**src/rtl/forward_layer_mac_if.sv**
```systemverilog
// Control, memory and result bus of the fully-connected layer engine.
// master = engine side, slave = environment (memories, sequencer, next layer).
interface forward_layer_mac_if #(
    parameter int DATA_W = 16,
    parameter int OUT_W  = 32,
    parameter int N_IN   = 784,
    parameter int N_OUT  = 16
) ();
    localparam int XA_W = (N_IN > 1) ? $clog2(N_IN) : 1;
    localparam int WA_W = (N_IN * N_OUT > 1) ? $clog2(N_IN * N_OUT) : 1;
    localparam int J_W  = (N_OUT > 1) ? $clog2(N_OUT) : 1;

    logic              start;
    logic              relu;
    logic              busy;
    logic              done;
    logic [XA_W-1:0]   x_addr;
    logic [DATA_W-1:0] x_data;
    logic [WA_W-1:0]   w_addr;
    logic [DATA_W-1:0] w_data;
    logic [J_W-1:0]    b_addr;
    logic [DATA_W-1:0] b_data;
    logic              out_valid;
    logic [OUT_W-1:0]  out_data;
    logic [J_W-1:0]    out_idx;
    logic              sat_flag;

    modport master (
        input  start, relu, x_data, w_data, b_data,
        output busy, done, x_addr, w_addr, b_addr,
        output out_valid, out_data, out_idx, sat_flag
    );

    modport slave (
        output start, relu, x_data, w_data, b_data,
        input  busy, done, x_addr, w_addr, b_addr,
        input  out_valid, out_data, out_idx, sat_flag
    );
endinterface

```
**src/rtl/forward_layer_mac.sv**
```systemverilog
// Fully-connected layer forward engine: y[j] = sum_i x[i]*w[j][i] + b[j],
// with pipelined multiply, bias, ReLU, output saturation and start/done.
module forward_layer_mac #(
    parameter int DATA_W   = 16,
    parameter int FRAC_W   = 15,
    parameter int ACC_W    = 40,
    parameter int OUT_W    = 32,
    parameter int N_IN     = 784,
    parameter int N_OUT    = 16,
    parameter int MULT_LAT = 2
) (
    input logic clk,
    input logic rst,
    input logic en,
    forward_layer_mac_if.master bus
);
    localparam int XA_W = (N_IN > 1) ? $clog2(N_IN) : 1;
    localparam int WA_W = (N_IN * N_OUT > 1) ? $clog2(N_IN * N_OUT) : 1;
    localparam int J_W  = (N_OUT > 1) ? $clog2(N_OUT) : 1;
    localparam int D_W  = $clog2(MULT_LAT + 1);
    localparam int P_W  = 2 * DATA_W;

    localparam logic signed [ACC_W:0] OMAX =
        {{(ACC_W + 2 - OUT_W){1'b0}}, {(OUT_W - 1){1'b1}}};
    localparam logic signed [ACC_W:0] OMIN =
        {{(ACC_W + 2 - OUT_W){1'b1}}, {(OUT_W - 1){1'b0}}};

    typedef enum logic [2:0] {
        IDLE,
        ISSUE,
        DRAIN,
        OUT,
        FIN
    } state_t;

    state_t state_q, state_d;

    logic [XA_W-1:0]  x_addr_q;
    logic [WA_W-1:0]  w_addr_q;
    logic [J_W-1:0]   j_q;
    logic [D_W-1:0]   d_q;
    logic             relu_q;
    logic             sat_q;
    logic             busy_q;
    logic             done_q;
    logic             ov_q;
    logic [OUT_W-1:0] od_q;
    logic [J_W-1:0]   oi_q;
    logic [ACC_W-1:0] acc_q;

    logic                rd_v_q;
    logic [MULT_LAT-1:0] pv_q;
    logic [P_W-1:0]      prod_q [MULT_LAT];

    logic [P_W-1:0]          xs, ws, mul;
    logic [ACC_W-1:0]        prod_ext;
    logic signed [ACC_W:0]   acc_ext, bias_ext, sum, r;
    logic [OUT_W-1:0]        res;
    logic                    clip;

    always_comb begin
        state_d = state_q;
        unique case (state_q)
            IDLE:  if (bus.start) state_d = ISSUE;
            ISSUE: if (x_addr_q == XA_W'(N_IN - 1)) state_d = DRAIN;
            DRAIN: if (d_q == D_W'(MULT_LAT)) state_d = OUT;
            OUT:   state_d = (j_q == J_W'(N_OUT - 1)) ? FIN : ISSUE;
            FIN:   state_d = IDLE;
            default: state_d = IDLE;
        endcase
    end

    always_comb begin
        xs = {{DATA_W{bus.x_data[DATA_W-1]}}, bus.x_data};
        ws = {{DATA_W{bus.w_data[DATA_W-1]}}, bus.w_data};
        mul = xs * ws;
        prod_ext = {{(ACC_W - P_W){prod_q[MULT_LAT-1][P_W-1]}},
                    prod_q[MULT_LAT-1]};
    end

    // Bias is aligned to the product scale (Q.2F) before the final shift.
    always_comb begin
        acc_ext  = {acc_q[ACC_W-1], acc_q};
        bias_ext = {{(ACC_W + 1 - DATA_W){bus.b_data[DATA_W-1]}}, bus.b_data};
        sum      = acc_ext + (bias_ext <<< FRAC_W);
        r        = sum >>> FRAC_W;
    end

    always_comb begin
        res  = r[OUT_W-1:0];
        clip = 1'b0;
        if (relu_q && r[ACC_W]) begin
            res = '0;
        end else if (r > OMAX) begin
            res  = OMAX[OUT_W-1:0];
            clip = 1'b1;
        end else if (r < OMIN) begin
            res  = OMIN[OUT_W-1:0];
            clip = 1'b1;
        end
    end

    always_ff @(posedge clk) begin
        if (rst) begin
            rd_v_q <= 1'b0;
            pv_q   <= '0;
            for (int k = 0; k < MULT_LAT; k++) prod_q[k] <= '0;
        end else if (en) begin
            rd_v_q    <= (state_q == ISSUE);
            pv_q[0]   <= rd_v_q;
            prod_q[0] <= mul;
            for (int k = 1; k < MULT_LAT; k++) begin
                pv_q[k]   <= pv_q[k-1];
                prod_q[k] <= prod_q[k-1];
            end
        end
    end

    always_ff @(posedge clk) begin
        if (rst) begin
            state_q  <= IDLE;
            x_addr_q <= '0;
            w_addr_q <= '0;
            j_q      <= '0;
            d_q      <= '0;
            relu_q   <= 1'b0;
            sat_q    <= 1'b0;
            busy_q   <= 1'b0;
            done_q   <= 1'b0;
            ov_q     <= 1'b0;
            od_q     <= '0;
            oi_q     <= '0;
            acc_q    <= '0;
        end else if (en) begin
            state_q <= state_d;
            done_q  <= 1'b0;
            ov_q    <= 1'b0;
            if (pv_q[MULT_LAT-1]) acc_q <= acc_q + prod_ext;
            unique case (state_q)
                IDLE: begin
                    if (bus.start) begin
                        relu_q   <= bus.relu;
                        sat_q    <= 1'b0;
                        j_q      <= '0;
                        x_addr_q <= '0;
                        w_addr_q <= '0;
                        acc_q    <= '0;
                        busy_q   <= 1'b1;
                    end
                end
                ISSUE: begin
                    if (x_addr_q != XA_W'(N_IN - 1)) begin
                        x_addr_q <= x_addr_q + XA_W'(1);
                        w_addr_q <= w_addr_q + WA_W'(1);
                    end
                end
                DRAIN: begin
                    d_q <= (d_q == D_W'(MULT_LAT)) ? '0 : d_q + D_W'(1);
                end
                OUT: begin
                    ov_q  <= 1'b1;
                    od_q  <= res;
                    oi_q  <= j_q;
                    acc_q <= '0;
                    if (clip) sat_q <= 1'b1;
                    if (j_q != J_W'(N_OUT - 1)) begin
                        j_q      <= j_q + J_W'(1);
                        x_addr_q <= '0;
                        w_addr_q <= w_addr_q + WA_W'(1);
                    end
                end
                FIN: begin
                    done_q <= 1'b1;
                    busy_q <= 1'b0;
                end
                default: ;
            endcase
        end
    end

    // Pulses are held through en=0 cycles and shown only in an en=1 cycle.
    assign bus.done      = done_q & en;
    assign bus.out_valid = ov_q & en;
    assign bus.busy      = busy_q;
    assign bus.x_addr    = x_addr_q;
    assign bus.w_addr    = w_addr_q;
    assign bus.b_addr    = j_q;
    assign bus.out_data  = od_q;
    assign bus.out_idx   = oi_q;
    assign bus.sat_flag  = sat_q;
endmodule

```
**src/flat_wrapper.sv**
```systemverilog
// flat-port wrapper written by rule: the top's interface ports become plain ports
module forward_layer_mac_flat 
#(
    parameter int DATA_W   = 16,
    parameter int FRAC_W   = 15,
    parameter int ACC_W    = 40,
    parameter int OUT_W    = 32,
    parameter int N_IN     = 784,
    parameter int N_OUT    = 16,
    parameter int MULT_LAT = 2
)
  (clk, rst, en, bus_start, bus_relu, bus_x_data, bus_w_data, bus_b_data, bus_busy, bus_done, bus_x_addr, bus_w_addr, bus_b_addr, bus_out_valid, bus_out_data, bus_out_idx, bus_sat_flag);
  forward_layer_mac_if #(.DATA_W(DATA_W), .OUT_W(OUT_W), .N_IN(N_IN), .N_OUT(N_OUT)) bus_i ();
  input logic clk;
  input logic rst;
  input logic en;
  input wire logic [$bits(bus_i.start)-1:0] bus_start;
  input wire logic [$bits(bus_i.relu)-1:0] bus_relu;
  input wire logic [$bits(bus_i.x_data)-1:0] bus_x_data;
  input wire logic [$bits(bus_i.w_data)-1:0] bus_w_data;
  input wire logic [$bits(bus_i.b_data)-1:0] bus_b_data;
  output wire logic [$bits(bus_i.busy)-1:0] bus_busy;
  output wire logic [$bits(bus_i.done)-1:0] bus_done;
  output wire logic [$bits(bus_i.x_addr)-1:0] bus_x_addr;
  output wire logic [$bits(bus_i.w_addr)-1:0] bus_w_addr;
  output wire logic [$bits(bus_i.b_addr)-1:0] bus_b_addr;
  output wire logic [$bits(bus_i.out_valid)-1:0] bus_out_valid;
  output wire logic [$bits(bus_i.out_data)-1:0] bus_out_data;
  output wire logic [$bits(bus_i.out_idx)-1:0] bus_out_idx;
  output wire logic [$bits(bus_i.sat_flag)-1:0] bus_sat_flag;
  assign bus_i.start = bus_start;
  assign bus_i.relu = bus_relu;
  assign bus_i.x_data = bus_x_data;
  assign bus_i.w_data = bus_w_data;
  assign bus_i.b_data = bus_b_data;
  assign bus_busy = bus_i.busy;
  assign bus_done = bus_i.done;
  assign bus_x_addr = bus_i.x_addr;
  assign bus_w_addr = bus_i.w_addr;
  assign bus_b_addr = bus_i.b_addr;
  assign bus_out_valid = bus_i.out_valid;
  assign bus_out_data = bus_i.out_data;
  assign bus_out_idx = bus_i.out_idx;
  assign bus_sat_flag = bus_i.sat_flag;
  forward_layer_mac #(.DATA_W(DATA_W), .FRAC_W(FRAC_W), .ACC_W(ACC_W), .OUT_W(OUT_W), .N_IN(N_IN), .N_OUT(N_OUT), .MULT_LAT(MULT_LAT)) u_core (.clk(clk), .rst(rst), .en(en), .bus(bus_i));
endmodule
```
**config.mk**
```make
export PLATFORM = sky130hd
export DESIGN_NAME = forward_layer_mac_flat
export DESIGN_NICKNAME = d
export VERILOG_FILES = /design/src/rtl/forward_layer_mac_if.sv /design/src/rtl/forward_layer_mac.sv /design/src/flat_wrapper.sv
export SDC_FILE = /design/constraint.sdc
export NUM_CORES = 1
export LEC_CHECK = 0
export CORE_MARGIN = 2
export CORE_UTILIZATION = 55
export CTS_CLUSTER_SIZE = 16
export DETAILED_ROUTE_END_ITERATION = 8
export GPL_TIMING_DRIVEN = 1
export PLACE_DENSITY = 0.78
export REMOVE_ABC_BUFFERS = 1
export SYNTH_ARGS = -nofsm -noshare
export SYNTH_HDL_FRONTEND = slang
export SYNTH_SLANG_ARGS = --single-unit
```
**constraint.sdc**
```tcl
create_clock -name clk -period 7.65 [get_ports clk]
set_input_delay 1.53 -clock clk [delete_from_list [all_inputs] [get_ports clk]]
set_output_delay 1.53 -clock clk [all_outputs]
set_load 0.005 [all_outputs]
```
==> Implementation_results.wiki <==
{| class="wikitable"
! Metric !! Value
|-
| Run status || finished, final reports clean
|-
| Core box area || approximately 35,000 um^2
|-
| Type of the setup path with the least slack || in2reg
|-
| Largest area contributor in the synthesized netlist || fa_1
|-
| Clock buffer depth || 2
|-
| Headroom to the max-slew limit || between 40 and 50%
|-
| Final weighted congestion of routability-driven global placement || 0.9184
|-
| Clk sinks || 175
|-
| Most used DFF post-synth || dfxtp_1
|-
| Number of inserted filler cells in the final layout || roughly 2,800
|-
| # Post-CTS Setup Buffers || 0
|-
| Proportion of synthesized flip-flops having asynchronous set or reset || 0%
|-
| Launching element type of the critical path || input pin
|-
| Wire length per cell after detailed routing || 15.00 um
|-
| Final Hold Fails || 0
|-
| Maximum number of pins on one net before global-route repair || 66
|-
| Area contributors post-synth || fa_1 (27%), dfxtp_1 (11%), edfxtp_1 (9.8%)
|-
| Power, Total || 10.42 mW
|-
| Post-layout instance count excluding filler cells || between 2,000 and 3,000
|-
| Flops & latches, synth || 175
|-
| Top-level port count || 121
|-
| Layout Area Growth over Synthesis || 16.08%
|-
| Vias in the first global route || 15,464
|-
| Global-route usage over all layers || around 24%
|-
| Tightest Pin Transition || between 0.7 and 0.8 ns
|-
| Final worst path period share || 97.03%
|-
| Clock share of power || 8.8%
|-
| Register Area || 4144 um^2
|-
| Maximum fanout encountered on the critical timing path || 9
|-
| Hold WC Path Type || reg2reg
|-
| Fraction of power consumed by combinational cells || 79.7%
|-
| TritonCTS clock tree || yes
|-
| Area fraction of the dominant cell type after synthesis || 27.08%
|-
| Switching share of power || roughly 45%
|-
| H-tree lvl count || 4
|-
| Vias/cell || 5.362
|-
| Achievable frequency || 0.1347 GHz
|-
| Critical Path End Type || flop
|-
| Antenna cell count || 0
|-
| Final routed wirelength across all metal layers || ~42,000 um
|-
| Post-synthesis sequential area ratio || 21.23%
|-
| Number of max-slew violations in the final report || 0
|-
| Total Nets Final || between 2,000 and 3,000
|-
| Post-Synthesis Cells || 2,156
|-
| Final core occ || 65.26%
|-
| Combined area of all synthesized cells || 19,520 um^2
|-
| Register clock-pin slew on the reported worst setup and hold paths || 0.07 ns
|-
| Power density over cell area || between 400 and 500 nW/um^2
|-
| Power dissipated by switching net loads || ~4.7 mW
|-
| Number of cell rows || between 60 and 70
|-
| Remaining number of nets flagged by the antenna check after routing || 0
|-
| Placed Instances || 2,792
|-
| Detailed placer's ending HPWL || 35,070 um
|-
| IO Port Bufs || 120
|-
| Number of search-and-repair iterations in the first detailed-routing pass || 6
|-
| Arrival time at the worst endpoint || 7.60 ns
|-
| Die Area || between 30,000 and 40,000 um^2
|-
| Initial antenna violation count || 0
|-
| Post-synth EDFFs || 64
|-
| DR DRC count || 0
|-
| Via count || 15,142
|-
| Required time of the critical path || approximately 8 ns
|-
| Clock Latency Late Sink || 0.43 ns
|-
| Number of violations of the max-capacitance limit || 0
|-
| Relative contribution of sequential cells to total power || 11.5%
|-
| Clock Skews || 0.009671 ns
|-
| Multi-input gate area || 13,720 um^2
|-
| Number of unique standard cell types used by synthesis || 83
|-
| Global-route wire length before repair || 72,040 um
|-
| Number of design-rule violations left by the first detailed-router iteration || 680
|-
| Internal || 5.723 mW
|-
| Master cell of the clock root buffer || clkbuf_16
|-
| Share of cells above drive strength 1 || between 8 and 9%
|-
| Die height || approximately 190 um
|-
| GRT overflow || 0
|-
| Per-instance average area after synthesis || 9.053 um^2
|-
| Yosys warnings || 0
|-
| Final setup fails || 0
|-
| Period minus WS final || 7.423 ns
|-
| Static leakage || 10.63 nW
|-
| Highest ir drop seen on vdd || about 0.45 mV
|-
| Initial core utilization || a little under three fifths
|-
| Die Wd || 192.4 um
|-
| Number of buffers inserted during clock tree synthesis || 17
|}
path summary, 6_finish.rpt:
check / start / end / slack [ns] / depth (start not counted)
worst max-delay path: bus_x_data[11] / u_core.prod_q[0][31]$_SDFFCE_PN0P_ / 0.23 / 23
worst min-delay path: u_core.bus.sat_flag$_SDFFE_PP0P_ / u_core.bus.sat_flag$_SDFFE_PP0P_ / 0.43 / 2
worst max register to register: u_core.prod_q[0][33]$_SDFFCE_PN0P_ / u_core.acc_q[25]$_SDFFE_PP0P_ / 4.45 / 10
worst min register to register: u_core.bus.sat_flag$_SDFFE_PP0P_ / u_core.bus.sat_flag$_SDFFE_PP0P_ / 0.43 / 2
final cells by class:
cell class                 count  share of cell area [%]
multi-input combinational   1548                   60.54
sequential                   175                   18.29
timing repair buffer         257                   9.985
inverter                     357                   5.915
tap                          455                   2.513
clock buffer                  18                   1.988
clock inverter                14                  0.7677
power groups by stage:
stage | sequential, mW | clock (mW) | combinational (mW)
2_1_floorplan | 1.21 | 0 | 5.97
3_3_place_gp | 1.22 | 0 | 7.99
3_5_place_dp | 1.22 | 0 | 8.28
4_1_cts | 1.20 | 0.933 | 8.31
5_1_grt | 1.21 | 0.966 | 9.58
6_report | 1.20 | 0.914 | 8.31
placed cells by master, fill, tap and decap left out, types with 111 or more instances in the layout:
cell type / count
a21oi_1: 113
and2_1: 159
buf_4: 135
clkdlybuf4s50_1: 117
dfxtp_1: 111
fa_1: 264
ha_1: 149
inv_1: 355
nand2_1: 240
nor2_1: 114
worst max-delay path: stages:
cell             delay [ns]
clkdlybuf4s50_1        0.40
buf_4                  0.17
and2_1                 0.18
fa_1                   0.54
inv_1                  0.06
fa_1                   0.49
fa_1                   0.54
inv_1                  0.06
fa_1                   0.46
fa_1                   0.54
inv_1                  0.05
fa_1                   0.52
inv_1                  0.04
ha_1                   0.31
and4_1                 0.26
nand3_1                0.09
or4_1                  0.46
a21oi_2                0.20
a221o_1                0.22
a211oi_2               0.09
a21oi_1                0.17
xnor2_1                0.13
nor2_1                 0.05
synth_stat cells (all sizes together), types with 3 or more instances:
master   instances
nor4b            3
nand4b           4
or4b             3
nand2          240
mux2i            4
a41oi            5
nand2b          22
nand4            9
buf             15
nor4             3
inv            356
a21oi          117
clkbuf          61
a31oi            6
a21boi           6
a22oi            3
a211o            3
nand3b           3
edfxtp          64
nand3           56
o21bai           8
xor2            48
a22o             8
a2111oi          6
fa             264
xnor2           58
ha             149
o21a            11
a211oi          15
nor3            19
and3            17
and2           159
and4             6
or3             10
o211ai           6
nor3b            5
dfxtp          111
o21ai           79
nor2           116
or2              5
a21o            33
o31ai            3
a32o             4
nor2b            9
cell families (layout without fill, tap and decap cells):
family,count (synthesis),in the layout,share of synthesized area (%)
DFF,175,175,21.23
adders and majority gates,413,413,36.63
and+or+nand+nor,692,692,17.61
xor gates and xnor gates,106,106,4.757
AOI/OAI and AO/OA,333,333,10.96
buffers and inverters,433,646,8.609
muxes,4,4,0.2051
flip-flops by register name, summed over array words and instances, names as in the netlist, 3 cells and up:
signal / cells
u_core.prod_q: 64
u_core.acc_q: 40
u_core.bus.out_data: 26
u_core.bus.w_addr: 14
u_core.bus.x_addr: 10
u_core.bus.b_addr: 4
u_core.bus.out_idx: 4
u_core.state_q: 3
per-stage QoR:
stage / instance area, um^2 / setup WS (ns) / TNS (ns) / hold WS (ns)
global route: 22660 / -0.01358 / -0.01431 / 0.4553
floorplan: 19180 / 0.1312 / 0 / 0.4250
CTS: 22640 / 0.1031 / 0 / 0.4314
global placement: 22010 / -0.2330 / -0.7189 / 0.4168
detailed placement: 22010 / -0.3663 / -2.323 / 0.4207
finish: 22660 / 0.2274 / 0 / 0.4278
per-layer routing:
metal	track usage (%)	up-vias	routed length, um
met5	0	-	0
met4	7.751	0	1007
met3	2.400	75	1693
met2	42.93	393	20950
met1	30.53	7315	18710
li1	-	7359	-
timing repair:
item                       4_1_cts  5_1_grt
gates resized for setup          0        7
setup endpoints to repair        0        7
hold buffers                     0        0
Power figures use the tool's default switching activity.
